`config.mk`:
```
export PLATFORM = sky130hd
export DESIGN_NAME = padbi_seq_flat
export DESIGN_NICKNAME = d
export VERILOG_FILES = /design/src/rtl/padbi_pkg.sv /design/src/rtl/padbi_seq_if.sv /design/src/rtl/padbi_dcnt.sv /design/src/rtl/padbi_seq.sv /design/src/flat_wrapper.sv
export SDC_FILE = /design/constraint.sdc
export NUM_CORES = 1
export LEC_CHECK = 0
export CAP_MARGIN = 0
export CORE_MARGIN = 3
export CORE_UTILIZATION = 45
export CTS_BUF_LIST = sky130_fd_sc_hd__clkbuf_4 sky130_fd_sc_hd__clkbuf_8
export DETAILED_ROUTE_END_ITERATION = 7
export PLACE_DENSITY = 0.85
export SETUP_SLACK_MARGIN = 0.05
export SYNTH_ARGS = -nofsm -noshare
export SYNTH_HDL_FRONTEND = slang
export SYNTH_HIERARCHICAL = 1
export SYNTH_SLANG_ARGS = --single-unit
```
`constraint.sdc`:
```
create_clock -name clk -period 1.6 [get_ports clk]
set_clock_uncertainty 0.1 [all_clocks]
set_input_delay 0.16 -clock clk [delete_from_list [all_inputs] [get_ports clk]]
set_output_delay 0.16 -clock clk [all_outputs]
set_load 0.03 [all_outputs]
```
`src/rtl/padbi_pkg.sv`:
```
// padbi_pkg: shared state codes and pad direction constants for the padbi sequencer
package padbi_pkg;
  localparam logic [1:0] IDLE = 2'd0;
  localparam logic [1:0] TURN = 2'd1;
  localparam logic [1:0] XFER = 2'd2;
  localparam logic [1:0] DONE = 2'd3;
  localparam logic DIR_IN = 1'b0;
  localparam logic DIR_OUT = 1'b1;
endpackage

```
`src/rtl/padbi_seq_if.sv`:
```
// padbi_seq_if: core request handshake plus pad EN/DIR/data bundle
interface padbi_seq_if #(parameter int WIDTH = 8);
  logic req;
  logic wr;
  logic [WIDTH-1:0] wdata;
  logic ack;
  logic [WIDTH-1:0] rdata;
  logic en;
  logic dir;
  logic [WIDTH-1:0] dout;
  logic [WIDTH-1:0] din;
  modport master(output req, wr, wdata, din, input ack, rdata, en, dir, dout);
  modport slave(input req, wr, wdata, din, output ack, rdata, en, dir, dout);
endinterface

```
`src/rtl/padbi_dcnt.sv`:
```
// padbi_dcnt: loadable down-counter, terminal count asserted at value 1
module padbi_dcnt #(parameter int W = 2) (
  input  logic         clk,
  input  logic         nreset,
  input  logic         load,
  input  logic [W-1:0] d,
  output logic [W-1:0] q,
  output logic         tc
);
  always_ff @(posedge clk)
    if (!nreset) q <= '0;
    else if (load) q <= d;
    else if (q != '0) q <= q - W'(1);
  assign tc = q == W'(1);
endmodule

```
`src/rtl/padbi_seq.sv`:
```
// padbi_seq: single-word pad bus sequencer with tri-state turnaround on direction change
module padbi_seq
  import padbi_pkg::*;
#(
  parameter int WIDTH = 8,
  parameter int TURN_CYCLES = 2,
  parameter int XFER_CYCLES = 3
) (
  input logic clk,
  input logic nreset,
  padbi_seq_if.slave bus
);
  localparam int MAXC = TURN_CYCLES > XFER_CYCLES ? TURN_CYCLES : XFER_CYCLES;
  localparam int CW = $clog2(MAXC + 1);
  logic [1:0] state;
  logic wr_q;
  logic [WIDTH-1:0] wdata_q;
  logic ld;
  logic tc;
  logic turn;
  logic [CW-1:0] ld_val;
  logic [CW-1:0] cnt;
  always_comb begin
    turn = bus.wr != bus.dir;
    ld = (state == IDLE && bus.req) || (state == TURN && tc);
    ld_val = (state == IDLE && turn) ? CW'(TURN_CYCLES) : CW'(XFER_CYCLES);
  end
  padbi_dcnt #(.W(CW)) u_dcnt (
    .clk(clk),
    .nreset(nreset),
    .load(ld),
    .d(ld_val),
    .q(cnt),
    .tc(tc)
  );
  // DIR only moves in IDLE, while EN is low; EN rises a cycle later at the earliest
  always_ff @(posedge clk)
    if (!nreset) begin
      state <= IDLE;
      wr_q <= 1'b0;
      wdata_q <= '0;
      bus.en <= 1'b0;
      bus.dir <= DIR_IN;
      bus.dout <= '0;
      bus.rdata <= '0;
      bus.ack <= 1'b0;
    end else begin
      bus.ack <= 1'b0;
      case (state)
        IDLE:
          if (bus.req) begin
            wr_q <= bus.wr;
            wdata_q <= bus.wdata;
            bus.dir <= bus.wr;
            state <= turn ? TURN : XFER;
            bus.en <= !turn;
            if (!turn && bus.wr) bus.dout <= bus.wdata;
          end
        TURN:
          if (tc) begin
            state <= XFER;
            bus.en <= 1'b1;
            if (wr_q) bus.dout <= wdata_q;
          end
        XFER:
          if (tc) begin
            state <= DONE;
            bus.en <= 1'b0;
            bus.ack <= 1'b1;
            if (!wr_q) bus.rdata <= bus.din;
          end
        default: state <= IDLE;
      endcase
    end
endmodule

```
`src/flat_wrapper.sv`:
```
// flat-port wrapper written by rule: the top's interface ports become plain ports
module padbi_seq_flat import padbi_pkg::*;
#(
  parameter int WIDTH = 8,
  parameter int TURN_CYCLES = 2,
  parameter int XFER_CYCLES = 3
)
  (clk, nreset, bus_req, bus_wr, bus_wdata, bus_din, bus_ack, bus_rdata, bus_en, bus_dir, bus_dout);
  padbi_seq_if #(.WIDTH(WIDTH)) bus_i ();
  input logic clk;
  input logic nreset;
  input wire logic [$bits(bus_i.req)-1:0] bus_req;
  input wire logic [$bits(bus_i.wr)-1:0] bus_wr;
  input wire logic [$bits(bus_i.wdata)-1:0] bus_wdata;
  input wire logic [$bits(bus_i.din)-1:0] bus_din;
  output wire logic [$bits(bus_i.ack)-1:0] bus_ack;
  output wire logic [$bits(bus_i.rdata)-1:0] bus_rdata;
  output wire logic [$bits(bus_i.en)-1:0] bus_en;
  output wire logic [$bits(bus_i.dir)-1:0] bus_dir;
  output wire logic [$bits(bus_i.dout)-1:0] bus_dout;
  assign bus_i.req = bus_req;
  assign bus_i.wr = bus_wr;
  assign bus_i.wdata = bus_wdata;
  assign bus_i.din = bus_din;
  assign bus_ack = bus_i.ack;
  assign bus_rdata = bus_i.rdata;
  assign bus_en = bus_i.en;
  assign bus_dir = bus_i.dir;
  assign bus_dout = bus_i.dout;
  padbi_seq #(.WIDTH(WIDTH), .TURN_CYCLES(TURN_CYCLES), .XFER_CYCLES(XFER_CYCLES)) u_core (.clk(clk), .nreset(nreset), .bus(bus_i));
endmodule
```
==> summary.txt <==
Place
  • # port buffers: 38
  • Placed Cells: 258
  • Dpl hpwl: 2.60 mm
  • GP Congestion: 0.766

Clock tree
  • Post-CTS Hold Buffers: 0
  • Num CTS Buffers: 5
  • Root buffer cell: clkbuf_4
  • Clk sinks: 31
  • Reg clk slew, reported paths: 0.10 ns
  • H-tree Lvls: 2
  • Longest Clk Path Bufs: 2
  • CTS tree: done
  • Clock latency at the later pin of the worst-skew pair: 0.34 ns

Synth
  • Top cell type's share of synthesized area: 41.2%
  • Syn Inst Count: 167
  • #FFs+latches synth: 31
  • Synth area leader: dfxtp_1
  • Synthesized net count: 196
  • Largest family of logic cells by synthesized area: compound AO/OA/AOI/OAI gates
  • Dominant cells by area after synthesis: dfxtp_1 (41%), ha_1 (7.5%), mux2i_1 (6.0%)
  • Post-synthesis adder-cell area fraction: 7.47%
  • Seq/Total Area, Yosys: 41.2%
  • Mapped Avg Cell Area: 9.03 sq um
  • Post-synthesis xor/xnor area fraction: 0.581%
  • Synth warn: 6
  • Multiplexer share of the synthesized area: 6.72%
  • Post-synth cell types: 35
  • Compound-Gate Fraction of Synth Area: 20.3%
  • Synthesized cell area: 0.00151 sq mm
  • Simple-gate share of the synthesized area: 14.9%

Power
  • VDD IR max: 0.589 mV
  • Total power: 3.09 mW
  • Pleak: 0.990 nW
  • Pwr/cell area: 1440 mW/mm^2

Worst setup path
  • Worst r2r src: u_core/state[0]
  • Capturing point of the worst reg2reg path: u_core/bus.dout[1]
  • Crit path top cell by count: buf_6
  • CP max FO: 8
  • R2R cell count: 6
  • Nature of the critical path endpoint: register
  • Critical path data arrival time: 1.68 ns
  • Cell family with most CP delay: flip-flops
  • Startpoint Class: register
  • CP Data Required Time: 1.73 ns
  • Crit path from: u_core/state[0]
  • Worst path bufs/invs: 2
  • Max incr delay on CP: 0.34 ns
  • Reg2reg setup slack: 0.05 ns
  • Worst setup path class: reg -> reg
  • Slowest CP cell: dfxtp_2
  • Crit path cell chain: buf_6 > ha_4 > mux2i_4 > a221oi_4 > buf_6 > o221a_2

Status
  • Outcome: complete, no violations

Floorplan
  • Die Ht: 63.9 microns
  • Top Ports: 39
  • Total core area: 0.00313 sq mm
  • Die Span X: 63.9 microns
  • Initial core utilization: 48.2%
  • Die area: 0.00408 sq mm
  • FP Rows: 20

STA
  • Final setup vio count: 0
  • Final Cycle Share: 96.9%
  • Min Hold Slack: 0.301 ns
  • RSZ-0062 raised after global routing: yes
  • Minimum clock period: 1.55 ns
  • Hold Vio Cnt, Final: 0
  • Slew Viols, Final: 0
  • Setup TNS: 0 ns
  • Fmax: 645 MHz

Final layout
  • Final core occ: 68.5%
  • Most frequent cells in the layout: dfxtp_1 (28), nand2_1 (22), clkdlybuf4s50_1 (19), dlygate4sd2_1 (19), buf_4 (18)
  • Fillers: 259
  • Fraction of layout cells with a size suffix above 1: 24.3%
  • Non-filler instance count after layout: 270
  • Most common cell after layout, fill and taps aside: dfxtp_1
  • Synth-to-Final Area Change: 42.2%
  • Ant. Diodes: 0
  • Nets@finish: 254
  • Sequential Area: 624 sq um
  • Multi-input logic area: 805 sq um

Detailed routing
  • DRT Pass-1 Iters: 4
  • Routed Antenna Nets: 0
  • Via count: 1,348
  • Average wire per standard cell: 13.0 microns
  • # DRC: 0
  • DRT iter0 DRCs: 148
  • Via density: 4.99
  • Final wirelength: 3.52 mm

GRT
  • Global route total overflow: 0
  • First-pass GRT wire length: 5.90 mm
  • Overall fraction of global-route tracks in use: 18.5%
  • Largest net degree at the start of global routing: 18
  • Vias in the first global route: 1,331
  • Initial antenna violation count: 0

Min path
  • HP Class: in -> reg
  • HP Start: bus_wdata[3]
  • Hold Path End: u_core/wdata_q[3]
  • Worst hold path depth: 3

Job
  • Max-cap violation count: 0
==> worst max-delay path by stage <==
stage	endpoint	slack (ns)	cells past startpoint
after floorplan	u_core/bus.dout[0]	0.06	5
after global placement	u_core/bus.dout[6]	-0.11	5
after detailed placement	u_core/bus.dout[1]	-0.13	5
after CTS	u_core/bus.en	0.05	6
after global routing	u_core/bus.dout[0]	-0.01	6
final	u_core/bus.dout[1]	0.05	6
==> cell usage after synthesis, drive strengths merged <==
library cell  instances
o2111ai               1
nor2                 17
dfxtp                31
o31ai                 1
xor2                  1
and2b                 1
a211oi                1
nand3b                1
a311oi                1
mux2i                 9
o21ba                 1
and3                  1
mux2                  1
o21ai                 2
conb                  1
nand2b                2
nand3                 2
o221a                 8
a221oi                1
nor2b                 3
clkbuf                5
ha                    9
and2                  1
o21bai                1
inv                  15
buf                   4
nand2                23
a21o                  1
a21oi                12
a31oi                 9
nor3                  1
==> state kept, by name (all words and copies together), names as in the netlist <==
register,flops
u_core/bus.en,1
u_core/wr_q,1
u_core/bus.rdata,8
u_core/wdata_q,8
u_core/state,2
u_core/u_dcnt/q,2
u_core/bus.ack,1
u_core/bus.dout,8
==> power breakdown <==
group	leakage [nW]	internal [mW]	switching (mW)
Clock	0.0361	0.205	0.266
Combinational	0.699	0.779	0.832
Sequential	0.255	0.928	0.0857
==> per-layer routing <==
layer | up-vias | routed length, microns | GRT usage [%]
met1 | 611 | 1520 | 21.7
met5 | - | 0 | 0
met2 | 39 | 1710 | 30.2
li1 | 688 | - | -
met4 | 0 | 90 | 9.16
met3 | 10 | 194 | 5.98
==> what timing repair did <==
action / in CTS / in global routing
cloned: 0 / 0
pin swaps: 2 / 2
resized for setup: 25 / 4
setup endpoints to repair: 27 / 13
setup buffers: 1 / 3
==> tightest hold or removal path, cell delays in order <==
cell             delay, ns
clkdlybuf4s50_1       0.42
nand2_1               0.07
a21oi_1               0.05
==> per-stage QoR <==
step	setup slack [ns]	instance area, sq um
CTS	0.0510	2110
global placement	-0.106	2050
floorplan	0.0595	1540
global route	-0.0138	2140
finish	0.0494	2140
detailed placement	-0.132	2050
==> area by class of cell <==
cell class,instances,area share [%]
inverter,15,2.63
timing repair buffer,60,25.5
multi-input combinational,112,37.5
sequential,31,29.1
clock inverter,1,0.234
clock buffer,7,2.45
tap,44,2.57
==> cells by family after synthesis <==
group                      Yosys count
adders and majority gates            9
xor gates and xnor gates             1
muxes                               10
buffers and inverters               24
other                                1
and+or+nand+nor                     52
AOI/OAI and AO/OA                   39
DFF                                 31
(Power assumes the default switching activity.)
